==> src/rtl/spm_bus_arbiter_pkg.sv <==
`default_nettype none
// ============================================================================
// Module   : spm_bus_arbiter_pkg
// Purpose  : Shared constants and types for the SPM bus arbiter: the SPM
//            access direction encoding, arbiter FSM states and read-return
//            owner identifiers.
// Revision : 1.0 - initial release
// ============================================================================
package spm_bus_arbiter_pkg;

    localparam logic SPM_READ  = 1'b1;
    localparam logic SPM_WRITE = 1'b0;

    typedef enum logic [1:0] {
        ST_LOAD   = 2'd0,
        ST_SWITCH = 2'd1,
        ST_RUN    = 2'd2
    } arb_state_t;

    typedef enum logic [1:0] {
        OWNER_NONE = 2'd0,
        OWNER_TEST = 2'd1,
        OWNER_IF   = 2'd2,
        OWNER_MEM  = 2'd3
    } owner_t;

endpackage
`default_nettype wire

==> src/rtl/spm_bus_arbiter_rd_return.sv <==
`default_nettype none
// ============================================================================
// Module   : spm_rd_return
// Purpose  : Remembers which requester owns the SPM read issued this cycle and
//            steers the synchronous SPM read data to that requester on the
//            following cycle. Non-owners see zero data.
// Ports    : clk, reset          - clock, synchronous active-high reset
//            grant_vld/owner/rw  - access granted this cycle and its owner
//            spm_rd_data         - read data from the SPM (one cycle latency)
//            <req>_rd_data/valid - per-requester read return
// Revision : 1.0 - initial release
// ============================================================================
module spm_rd_return
    import spm_bus_arbiter_pkg::*;
#(
    parameter int DATA_W = 32
) (
    input  logic              clk,
    input  logic              reset,
    input  logic              grant_vld,
    input  owner_t            grant_owner,
    input  logic              grant_rw,
    input  logic [DATA_W-1:0] spm_rd_data,
    output logic [DATA_W-1:0] test_rd_data,
    output logic              test_rd_valid,
    output logic [DATA_W-1:0] if_rd_data,
    output logic              if_rd_valid,
    output logic [DATA_W-1:0] mem_rd_data,
    output logic              mem_rd_valid
);

    owner_t r_owner;

    // Writes produce no return, so they record OWNER_NONE.
    always_ff @(posedge clk) begin
        if (reset) begin
            r_owner <= OWNER_NONE;
        end else if (grant_vld && (grant_rw == SPM_READ)) begin
            r_owner <= grant_owner;
        end else begin
            r_owner <= OWNER_NONE;
        end
    end

    // A return still pending while reset is held is dropped.
    always_comb begin
        test_rd_data  = '0;
        test_rd_valid = 1'b0;
        if_rd_data    = '0;
        if_rd_valid   = 1'b0;
        mem_rd_data   = '0;
        mem_rd_valid  = 1'b0;
        if (!reset) begin
            case (r_owner)
                OWNER_TEST: begin
                    test_rd_data  = spm_rd_data;
                    test_rd_valid = 1'b1;
                end
                OWNER_IF: begin
                    if_rd_data  = spm_rd_data;
                    if_rd_valid = 1'b1;
                end
                OWNER_MEM: begin
                    mem_rd_data  = spm_rd_data;
                    mem_rd_valid = 1'b1;
                end
                default: ;
            endcase
        end
    end

endmodule
`default_nettype wire

==> src/rtl/spm_bus_arbiter.sv <==
`default_nettype none
// ============================================================================
// Module   : spm_bus_arbiter
// Purpose  : Shares a single-port scratchpad memory between the test/loader
//            port, the CPU fetch stage (IF) and the CPU data stage (MEM).
//            One access is granted per cycle; losers are stalled. Ownership
//            moves between loader and CPU through a one-cycle SWITCH state.
// Ports    : clk, reset             - clock, synchronous active-high reset
//            cpu_en                 - 1: CPU owns SPM, 0: loader owns SPM
//            test_spm_*             - loader request / read return / error
//            if_spm_*, if_stall     - fetch request / return / stall
//            mem_spm_*, mem_stall   - load/store request / return / stall
//            spm_*                  - SPM interface
// Config   : SPM_ARB_RR_EN - when defined, IF/MEM contention in RUN
//            alternates; otherwise MEM always beats IF.
// Revision : 1.0 - initial release
// ============================================================================
module spm_bus_arbiter
    import spm_bus_arbiter_pkg::*;
#(
    parameter int ADDR_W = 30,
    parameter int DATA_W = 32
) (
    input  logic              clk,
    input  logic              reset,
    input  logic              cpu_en,
    input  logic [ADDR_W-1:0] test_spm_addr,
    input  logic              test_spm_as_,
    input  logic              test_spm_rw,
    input  logic [DATA_W-1:0] test_spm_wr_data,
    output logic [DATA_W-1:0] test_spm_rd_data,
    output logic              test_spm_rd_valid,
    output logic              test_spm_err,
    input  logic [ADDR_W-1:0] if_spm_addr,
    input  logic              if_spm_as_,
    output logic [DATA_W-1:0] if_spm_rd_data,
    output logic              if_spm_rd_valid,
    output logic              if_stall,
    input  logic [ADDR_W-1:0] mem_spm_addr,
    input  logic              mem_spm_as_,
    input  logic              mem_spm_rw,
    input  logic [DATA_W-1:0] mem_spm_wr_data,
    output logic [DATA_W-1:0] mem_spm_rd_data,
    output logic              mem_spm_rd_valid,
    output logic              mem_stall,
    output logic [ADDR_W-1:0] spm_addr,
    output logic              spm_as_,
    output logic              spm_rw,
    output logic [DATA_W-1:0] spm_wr_data,
    input  logic [DATA_W-1:0] spm_rd_data
);

    arb_state_t r_state;
    arb_state_t w_state_nxt;
    owner_t     w_owner;
    logic       w_test_req;
    logic       w_if_req;
    logic       w_mem_req;
    logic       w_contend;
    logic       w_gnt_test;
    logic       w_gnt_if;
    logic       w_gnt_mem;
    logic       w_gnt_vld;

    assign w_test_req = !test_spm_as_;
    assign w_if_req   = !if_spm_as_;
    assign w_mem_req  = !mem_spm_as_;
    assign w_contend  = w_if_req && w_mem_req;

`ifdef SPM_ARB_RR_EN
    // Requester favoured at the next IF/MEM contention; flips each time a
    // contended grant is made so the two take turns.
    owner_t r_prio;

    always_ff @(posedge clk) begin
        if (reset) begin
            r_prio <= OWNER_MEM;
        end else if ((r_state == ST_RUN) && w_contend) begin
            r_prio <= (r_prio == OWNER_MEM) ? OWNER_IF : OWNER_MEM;
        end
    end
`endif

    always_ff @(posedge clk) begin
        if (reset) begin
            r_state <= ST_LOAD;
        end else begin
            r_state <= w_state_nxt;
        end
    end

    always_comb begin
        w_state_nxt = r_state;
        w_gnt_test  = 1'b0;
        w_gnt_if    = 1'b0;
        w_gnt_mem   = 1'b0;
        case (r_state)
            ST_LOAD: begin
                w_gnt_test = w_test_req;
                if (cpu_en) begin
                    w_state_nxt = ST_SWITCH;
                end
            end
            ST_SWITCH: begin
                w_state_nxt = cpu_en ? ST_RUN : ST_LOAD;
            end
            ST_RUN: begin
                if (w_contend) begin
`ifdef SPM_ARB_RR_EN
                    w_gnt_mem = (r_prio == OWNER_MEM);
                    w_gnt_if  = (r_prio != OWNER_MEM);
`else
                    w_gnt_mem = 1'b1;
`endif
                end else begin
                    w_gnt_mem = w_mem_req;
                    w_gnt_if  = w_if_req;
                end
                if (!cpu_en) begin
                    w_state_nxt = ST_SWITCH;
                end
            end
            default: begin
                w_state_nxt = ST_LOAD;
            end
        endcase
        // The state register is not yet meaningful while reset is held.
        if (reset) begin
            w_gnt_test = 1'b0;
            w_gnt_if   = 1'b0;
            w_gnt_mem  = 1'b0;
        end
    end

    assign w_gnt_vld    = w_gnt_test || w_gnt_if || w_gnt_mem;
    assign if_stall     = w_if_req && !w_gnt_if;
    assign mem_stall    = w_mem_req && !w_gnt_mem;
    assign test_spm_err = w_test_req && (r_state != ST_LOAD) && !reset;

    always_comb begin
        spm_as_     = 1'b1;
        spm_rw      = SPM_READ;
        spm_addr    = '0;
        spm_wr_data = '0;
        w_owner     = OWNER_NONE;
        if (w_gnt_test) begin
            spm_as_     = 1'b0;
            spm_rw      = test_spm_rw;
            spm_addr    = test_spm_addr;
            spm_wr_data = test_spm_wr_data;
            w_owner     = OWNER_TEST;
        end else if (w_gnt_mem) begin
            spm_as_     = 1'b0;
            spm_rw      = mem_spm_rw;
            spm_addr    = mem_spm_addr;
            spm_wr_data = mem_spm_wr_data;
            w_owner     = OWNER_MEM;
        end else if (w_gnt_if) begin
            spm_as_     = 1'b0;
            spm_addr    = if_spm_addr;
            w_owner     = OWNER_IF;
        end
    end

    spm_rd_return #(
        .DATA_W (DATA_W)
    ) u_rd_return (
        .clk           (clk),
        .reset         (reset),
        .grant_vld     (w_gnt_vld),
        .grant_owner   (w_owner),
        .grant_rw      (spm_rw),
        .spm_rd_data   (spm_rd_data),
        .test_rd_data  (test_spm_rd_data),
        .test_rd_valid (test_spm_rd_valid),
        .if_rd_data    (if_spm_rd_data),
        .if_rd_valid   (if_spm_rd_valid),
        .mem_rd_data   (mem_spm_rd_data),
        .mem_rd_valid  (mem_spm_rd_valid)
    );

endmodule
`default_nettype wire

==> config.mk <==
export PLATFORM = sky130hd
export DESIGN_NAME = spm_bus_arbiter
export DESIGN_NICKNAME = d
export VERILOG_FILES = /design/src/rtl/spm_bus_arbiter_pkg.sv /design/src/rtl/spm_bus_arbiter_rd_return.sv /design/src/rtl/spm_bus_arbiter.sv
export SDC_FILE = /design/constraint.sdc
export NUM_CORES = 1
export LEC_CHECK = 0
export ABC_AREA = 1
export CAP_MARGIN = 20
export CORE_AREA = 2 2 141 143
export CTS_CLUSTER_SIZE = 8
export DETAILED_ROUTE_END_ITERATION = 12
export DIE_AREA = 0 0 143 145
export GPL_TIMING_DRIVEN = 0
export PLACE_DENSITY = 0.53
export SETUP_SLACK_MARGIN = 0.15
export SYNTH_ARGS = -nofsm -noshare
export SYNTH_HDL_FRONTEND = slang
export SYNTH_SLANG_ARGS = --single-unit
==> constraint.sdc <==
create_clock -name clk -period 1.2 [get_ports clk]
set_input_delay 0.18 -clock clk [delete_from_list [all_inputs] [get_ports clk]]
set_output_delay 0.18 -clock clk [all_outputs]
set_load 0.05 [all_outputs]
==> results.json <==
{
  "antenna_found_initial": 2,
  "die_y_microns": 145,
  "initial_core_util_pct": 9.23,
  "cts.clk_slew.worst_paths_ns": 0.03,
  "drc": 0,
  "p_leak_nw": 4.47,
  "pwr-share-clk_pct": 15.8,
  "critical_path.cell_chain": "nor2_4 > nand2_4 > inv_12 > buf_12 > buf_16 > nand2_4 > nand3_4 > buf_4",
  "die_area_sq_um": 20700,
  "crit_path_frequent_cell": "nand2_4",
  "synthMuxAreaShare_pct": 0,
  "port_buffers": 359,
  "outcome": "finished with violations",
  "max_freq_ghz": 0.572,
  "rows": 51,
  "numCtsBuffers": 3,
  "power.share.switching_pct": 44.7,
  "finClkSkew_ns": 0.00701,
  "first_pass_iters": 4,
  "ant_nets": 0,
  "syn-mean-instance-area_sq_um": 4.23,
  "intPower_mw": 1.92,
  "area_delta_synth_final_pct": 480,
  "vdd_drop_max_mv": 0.511,
  "layout.nets": 1037,
  "place_hpwl_microns": 13700,
  "synth_flop_cell": "dfxtp_1",
  "p_per_area_nw_per_um2": 338,
  "via_per_inst": 3.86,
  "synth_area_leaders": "nand2_1 (41%), nor2_1 (22%), inv_1 (9.7%)",
  "hold_path.class": "input port to flip-flop",
  "finalHoldViolCount": 0,
  "arrival_ns": 1.57,
  "synth_compound_area_share_pct": 0.565,
  "comb_power_share_pct": 79.8,
  "synthAdderAreaFrac_pct": 0,
  "setup_viol": 168,
  "dpl.cell_count": 1043,
  "holdWs_ns": 0.407,
  "worst_pin_slew_ns": 0.316,
  "wire_per_inst_microns": 15.3,
  "place.gp.congestion": 0.740,
  "slowest_delay_ns": 0.34,
  "root_buffer": "clkbuf_16",
  "synthXorXnorAreaFrac_pct": 0,
  "ys_seq_area_share_pct": 4.52,
  "core-area_sq_um": 19200,
  "ys_async_sr_fraction_pct": 0,
  "insertion_delay_ns": 0.23,
  "synth_edf_count": 0,
  "syn-num-nets": 613,
  "fin_ws_ns": -0.547,
  "cpMaxStageDelayCell": "dfxtp_2",
  "critPathCaptureType": "primary output",
  "drt_iter0_markers": 35,
  "path_delay_family": "buffers and inverters",
  "grt_max_degree": 11,
  "htree_num_levels": 1,
  "violations": "setup timing",
  "clk_path_buf_depth": 2,
  "drv_cap": 0,
  "ioPinCount": 360,
  "cts_tree": "built",
  "rsz0062_at_grt": "true",
  "p_seq_share_pct": 4.4,
  "synth_area_sq_um": 1770,
  "switchingPower_mw": 1.55,
  "ys_types": 16,
  "die_w_microns": 143,
  "fill_cells": 1640,
  "drv_slew": 0,
  "grt_pass1_wl_microns": 25000,
  "synth_top_family_by_area": "simple AND/OR/NAND/NOR gates",
  "yosys_warnings": 0,
  "min_period_over_period_pct": 146,
  "cp_max_fo": 7,
  "synthCells": 419,
  "cts_sinks": 4,
  "final_core_util_pct": 53.6,
  "final_cells": 1109,
  "grt_pass1_vias": 4601,
  "drt-total-wl_microns": 17000,
  "worstSetupStartpointType": "flip-flop",
  "relSlewSlack_pct": 78.9,
  "yosysTopAreaCellShare_pct": 41.1,
  "vias": 4281,
  "synthSimpleGateAreaFrac_pct": 75.4,
  "period_needed_ns": 1.75,
  "synth_top_cell_by_area": "nand2_1",
  "drive_gt1_share_pct": 67.7,
  "yosys_register_bits": 4,
  "gr-total-overflow": 0,
  "fin_setup_tns_ns": -70.67,
  "place_ws_ns": -1.63,
  "grtUsageTotal_pct": 15.3,
  "crit_buf_inv": 4,
  "cp.required_ns": 1.02,
  "crit_type": "flip-flop to primary output"
}
-- final timing paths --
path                            startpoint                endpoint  slack (ns)  cells past startpoint
worst min register to register  r_state[1]              r_state[1]        0.56                      3
worst max-delay path            r_state[0]            spm_addr[24]       -0.55                      8
worst max register to register  r_state[1]  u_rd_return.r_owner[0]       -0.03                      8
worst min-delay path                 reset              r_state[0]        0.41                      4
-- what timing repair did --
action / 4_1_cts / 5_1_grt
gates cloned: 8 / 7
endpoints found under the setup margin: 170 / 168
hold buffers: 0 / 0
pin swaps: 38 / 10
setup buffers: 24 / 21
gates resized for setup: 1231 / 136
-- synth_stat cells (2+ instances only) --
cell     number
nand2_1     194
nor2_1      103
inv_1        46
nand3_1      34
buf_2        15
buf_4         6
dfxtp_1       4
buf_6         3
nor2_2        3
inv_2         2
inv_4         2
nand2_2       2
nor3_1        2
-- logic make-up (layout without fill, tap and decap cells) --
| logic type | Yosys count | in the layout |
|---|---|---|
| AO/OA/AOI/OAI | 2 | 2 |
| buffers and inverters | 74 | 497 |
| flip-flops | 4 | 4 |
| other | 0 | 2 |
| AND/OR/NAND/NOR | 339 | 339 |
-- through the flow --
step	area, sq um	power (mW)
global route	10300	3.63
CTS	9440	3.37
detailed placement	8460	2.54
floorplan	4530	1.41
global placement	8460	2.52
finish	10300	3.47
-- flip-flops by register name, summed over array words and instances (netlist names) --
| signal | cells |
|---|---|
| r_state | 2 |
| u_rd_return.r_owner | 2 |
-- tightest hold or removal path, stage by stage --
cell	delay, ns
buf_2	0.21
nor2_4	0.09
o21ai_0	0.07
a21oi_1	0.04
-- power groups by stage --
stage	Combinational, mW	Clock [mW]	Sequential, mW
2_1_floorplan	1.26	0	0.149
3_3_place_gp	2.37	0	0.150
3_5_place_dp	2.39	0	0.150
4_1_cts	2.66	0.560	0.149
5_1_grt	2.90	0.575	0.153
6_report	2.77	0.550	0.152
-- area by class of cell --
cell class	instances	area [sq um]	area share (%)
Timing Repair Buffer	417	5040	49.0
Multi-Input combinational cell	341	4000	38.9
Buffer	24	484	4.71
Tap cell	265	332	3.22
Inverter	50	234	2.27
Sequential cell	4	90.1	0.876
Clock buffer	4	78.8	0.766
Timing Repair inverter	2	22.5	0.219
Antenna cell	2	5.00	0.0487
-- layout by cell type, fill, tap and decap left out, drive strengths merged --
cell type	count
a21oi	1
buf	242
clkbuf	11
clkdlybuf4s50	189
clkinvlp	3
dfxtp	4
diode	2
dlygate4sd2	3
inv	49
nand2	196
nand3	34
nor2	106
nor3	3
o21ai	1
-- per-layer routing --
metal	routed length, microns	GRT usage, %
met1	5170	14.6
met3	1690	4.82
met4	306	2.48
met5	0	0
met2	9830	31.3
Note: power is estimated with default switching activity, not from simulation.
==> RTL change 1, RTL diff (config.mk and constraints unchanged) <==
`DATA_W` is set to 32 in 2 places; all go to 16.
--- a/src/rtl/spm_bus_arbiter_rd_return.sv
+++ b/src/rtl/spm_bus_arbiter_rd_return.sv
@@ -15,3 +15,3 @@
 #(
-    parameter int DATA_W = 32
+    parameter int DATA_W = 16
 ) (
--- a/src/rtl/spm_bus_arbiter.sv
+++ b/src/rtl/spm_bus_arbiter.sv
@@ -21,3 +21,3 @@
     parameter int ADDR_W = 30,
-    parameter int DATA_W = 32
+    parameter int DATA_W = 16
 ) (
Interface: changed (7 resized); port bits go from 360 to 248. No check against the original RTL was run, so the function may have changed too.
==> RTL change 1 against the unedited design <==
  * The run still ends with setup timing left
  * Core utilization is 14 points lower
  * Sequential cell count stayed put
  * Combinational power is 24% lower
  * Final area is 27% lower
  * Setup slack worse by 0.0099 ns
  * Register-to-register slack worse by 0.22 ns
  * Fmax is 0.56% lower
  * First-iteration DRC count is 80% higher
  * Routed wire length is 31% lower
  * Synthesized area is 19% lower
  * Power is 20% lower
  * Largest cell class unchanged
==> RTL change 1: results <==
export IMPL_synth_top_cells_by_count="134 x nand2_1, 55 x nor2_1, 29 x inv_1, 21 x nand3_1, 14 x nand2_2"
export IMPL_endpoint="spm_addr[27]"
export IMPL_grt_pass1_wl_mm=16.16
export IMPL_place_gp_congestion=0.7490
export IMPL_violations="setup timing"
export IMPL_timing_final_crit_share_pct=146.4
export IMPL_ff2ff_path_depth=11
export IMPL_fillers=1806
export IMPL_ys_top_cells_by_area="nand2_1 35%, nor2_1 14%, nand3_2 9.1%, inv_1 7.6%, nand3_1 7.3%"
export IMPL_wl_mm=11.71
export IMPL_status="finished with violations"
export IMPL_synth_cell_types=17
export IMPL_syn_nets=445
export IMPL_regToRegEndpoint="u_rd_return.r_owner[1]"
export IMPL_fin_ws_ns=-0.5566
export IMPL_antenna_cells=0
export IMPL_ys_seq_area_share_pct=5.590
export IMPL_critPathLaunch="r_state[1]"
export IMPL_relSlewSlack_pct=78.20
export IMPL_drive_gt1_share_pct=68.28
export IMPL_antenna_found_initial=0
export IMPL_p_int_w=0.001636
export IMPL_p_leak_nw=3.423
export IMPL_cp_slowest_cell="dfxtp_4"
export IMPL_track_usage_pct=9.828
export IMPL_vdd_drop_max_mv=0.3566
export IMPL_port_buffers=247
export IMPL_skew_ns=0.002492
export IMPL_setup_violations_final=104
export IMPL_nets=746
export IMPL_vias=3056
## RTL change 1: cell count changes in the layout (fill, tap and decap cells not counted), sizes merged
| cell | delta |
|---|---|
| buf | -79 |
| clkbuf | -2 |
| clkdlybuf4s50 | -48 |
| clkinv | +2 |
| clkinvlp | +1 |
| diode | -2 |
| inv | -21 |
| nand2 | -48 |
| nor2 | -48 |
## RTL change 1: layer usage
metal	routed length [um]	vias to the layer above	track usage, %
li1	-	1501	-
met2	6793	161	19.76
met1	3791	1388	9.996
met4	90	0	1.238
met3	1029	6	2.871
met5	0	-	0
## RTL change 1: worst register-to-register path, cell delays in order, from the launching register on
cell and delay [ns]:
dfxtp_4 0.36, nor2_4 0.15, buf_4 0.13, buf_6 0.09, buf_4 0.10, buf_6 0.09, nand3_1 0.06, nand2_1 0.08
inv_2 0.05, buf_4 0.13, nand2_2 0.06, nor2_1 0.04
## RTL change 1: through the flow
step | utilization, % | instance area (um^2) | instances
after floorplan | - | 3202 | 299
after global placement | 31.27 | 6006 | 811
after detailed placement | 31.27 | 6006 | 811
after CTS | 36.06 | 6927 | 843
after global routing | 39.18 | 7525 | 864
final | 39.18 | 7525 | 864
## RTL change 1: logic make-up (layout without fill, tap and decap cells)
family | Yosys count | in the layout | share of synthesized area (%)
simple gates | 243 | 243 | 75.11
compound gates | 2 | 2 | 0.6980
buf+inv | 50 | 350 | 18.60
flops | 4 | 4 | 5.590
## RTL change 1: repair_timing
action | CTS | global route
pin swaps | 8 | 19
buffers inserted | 22 | 16
gates cloned | 6 | 5
endpoints found under the setup margin | 106 | 105
hold endpoints to repair | 0 | 0
resized for setup | 815 | 82
## RTL change 1: how the worst min path moves through the flow
stage                                         to  slack [ns]  depth (start not counted)
after floorplan                       r_state[1]        0.32                          2
after global placement                r_state[0]        0.53                          2
after detailed placement              r_state[0]        0.54                          2
after CTS                             r_state[1]        0.55                          3
after global routing                  r_state[1]        0.57                          3
final                     u_rd_return.r_owner[0]        0.55                          6
## RTL change 1: final cells by class
class                   instances  area, um^2  share of cell area, %
clock buffers                   4       78.83                  1.048
repair buffers                296        3627                  48.20
well taps                     265       331.6                  4.406
multi-input cells             245        2877                  38.23
plain buffers                  16       345.3                  4.589
inverters                      34       170.2                  2.261
flip-flops and latches          4       95.09                  1.264
## RTL change 1: power groups by stage
stage	registers [W]	logic [W]	clock network, W
floorplan	0.000149	0.000902	0
detailed placement	0.000151	0.00173	0
global placement	0.000150	0.00172	0
global route	0.000150	0.00219	0.000558
CTS	0.000151	0.00201	0.000545
finish	0.000150	0.00210	0.000535
==> RTL change 2, RTL diff (config.mk and constraints unchanged) <==
Without the edit above. The 3 states of `arb_state_t` get a one-hot encoding in 3 bits.
--- a/src/rtl/spm_bus_arbiter_pkg.sv
+++ b/src/rtl/spm_bus_arbiter_pkg.sv
@@ -13,6 +13,6 @@
 
-    typedef enum logic [1:0] {
-        ST_LOAD   = 2'd0,
-        ST_SWITCH = 2'd1,
-        ST_RUN    = 2'd2
+    typedef enum logic [2:0] {
+        ST_LOAD   = 3'b001,
+        ST_SWITCH = 3'b010,
+        ST_RUN    = 3'b100
     } arb_state_t;
Function: no difference found for any inputs over 10 cycles, from zero or initial values and one cycle with reset high; not proved beyond that.
==> RTL change 2 against the unedited design <==
  * Synthesized area increased by 6.8%
  * Final area increased by 6.7%
  * Sequential cell count is 1 higher
  * The flow still finishes with violations (setup timing)
  * First-iteration DRC count is 20% higher
  * Fmax down 3.0%
  * Critical path type unchanged
  * Routed wire length up 8.6%
  * Power rose by 19%
  * Hold slack got worse by 0.14 ns
  * Setup slack worse by 0.053 ns
  * Synthesized cell count up 2.1%
  * Final cell count is 2.9% higher
==> RTL change 2: results <==
export IMPL_yosysMostFrequentCell="nand2_1"
export IMPL_relSlewSlack_pct=79.20
export IMPL_hp_start="reset"
export IMPL_dp_slack_ns=-1.667
export IMPL_timing_rr_start="r_state[1]"
export IMPL_track_usage_pct=15.78
export IMPL_cp_slowest_cell="dfxtp_2"
export IMPL_skew_ns=0.0009243
export IMPL_p_leak_nw=4.843
export IMPL_syn_nets=622
export IMPL_synth_edff_count=0
export IMPL_ys_top_cells_by_area="nand2_1 39%, nor2_1 20%, inv_1 9.7%, nand3_1 8.2%, buf_6 6.5%"
export IMPL_antenna_cells=0
export IMPL_switching_share_pct=44.34
export IMPL_port_buffers=359
export IMPL_fillers=1534
export IMPL_fin_ws_ns=-0.6002
export IMPL_hpwl_mm=13.64
export IMPL_cp_max_fo=5
export IMPL_grt_pass1_wl_mm=25.78
export IMPL_reg2reg_slack_ns=-0.25
export IMPL_setup_violations_final=168
export IMPL_clock_path_buffers=2
export IMPL_critPathLaunch="r_state[0]"
export IMPL_drt_iter0_markers=42
export IMPL_synth_top_cells_by_count="197 x nand2_1, 101 x nor2_1, 49 x inv_1, 31 x nand3_1, 11 x buf_6"
export IMPL_reg_top3="r_state: 3 flops, u_rd_return.r_owner: 2 flops"
export IMPL_ys_seq_area_share_pct=5.288
export IMPL_arrival_ns=1.62
export IMPL_viasPerCell=3.961
export IMPL_place_gp_congestion=0.8059
export IMPL_violations="setup timing"
export IMPL_status="finished with violations"
export IMPL_yosys_warnings=0
export IMPL_numCtsBuffers=3
export IMPL_wl_per_cell_um=16.18
export IMPL_regToRegEndpoint="u_rd_return.r_owner[1]"
export IMPL_antenna_found_initial=0
export IMPL_ff2ff_path_depth=11
export IMPL_ys_flop_type="dfxtp_1"
export IMPL_drt_pass1_iter_count=4
export IMPL_endpoint="spm_addr[1]"
export IMPL_synth_cell_types=20
export IMPL_first_global_vias=4711
export IMPL_nets=1071
export IMPL_drive_gt1_share_pct=69.86
export IMPL_cts_max_level=1
export IMPL_vdd_drop_max_mv=0.2950
-- RTL change 2: logic make-up (layout without fill, tap and decap cells) --
logic type / count (synthesis) / after routing / share of synthesized area, %
simple gates: 342 / 343 / 72.11
compound gates: 4 / 4 / 1.322
flops: 5 / 5 / 5.288
buf+inv: 77 / 524 / 21.28
-- RTL change 2: worst min-delay path by stage --
stage / slack [ns] / endpoint / cells past startpoint
6_report: 0.26 / r_state[2] / 2
5_1_grt: 0.27 / r_state[2] / 2
4_1_cts: 0.30 / r_state[2] / 2
3_5_place_dp: 0.58 / r_state[2] / 2
3_3_place_gp: 0.56 / r_state[2] / 2
2_1_floorplan: 0.24 / r_state[2] / 1
-- RTL change 2: worst max-delay path: cells and delay by family, from the launching register on --
kind                   cells  cell delay (ns)
AND/OR/NAND/NOR            4             0.36
buffers and inverters      6             0.67
flip-flops                 1             0.35
-- RTL change 2: layout make-up --
type | instances | share of cell area, %
Clock buffer | 4 | 0.7182
Timing Repair inverter | 1 | 0.1026
Sequential cell | 5 | 0.9918
Multi-Input combinational cell | 347 | 38.13
Tap cell | 265 | 3.021
Timing Repair Buffer | 442 | 50.59
Inverter | 53 | 2.246
Buffer | 24 | 4.195
-- RTL change 2: metal layers --
layer / track usage (%) / vias up / wire length [um]
met2: 32.39 / 231 / 10770
met3: 5.347 / 12 / 1724
met5: 0 / - / 0
li1: - / 2181 / -
met1: 14.90 / 2095 / 5772
met4: 2.327 / 0 / 189
-- RTL change 2: power by group through the flow --
stage                     sequential [W]  clock, W  combinational, W
final                           0.000208  0.000553           0.00337
after global routing            0.000209  0.000575           0.00353
after CTS                       0.000208  0.000559           0.00323
after detailed placement        0.000209         0           0.00260
after global placement          0.000208         0           0.00258
after floorplan                 0.000206         0           0.00147
-- RTL change 2: timing repair --
action                      CTS  global route
setup endpoints to repair   170           171
resized for setup          1177           346
cloned                       14             8
pin swaps                    55            35
buffers inserted             28            35
-- RTL change 2: per-stage QoR --
step	TNS, ns	utilization (%)	cell area [um^2]	cells
floorplan	-31.19	-	4415	428
global placement	-236.33	43.42	8341	1052
detailed placement	-239.15	43.42	8341	1052
CTS	-83.37	51.83	9955	1098
global route	-87.18	57.14	10980	1141
finish	-76.64	57.14	10980	1141
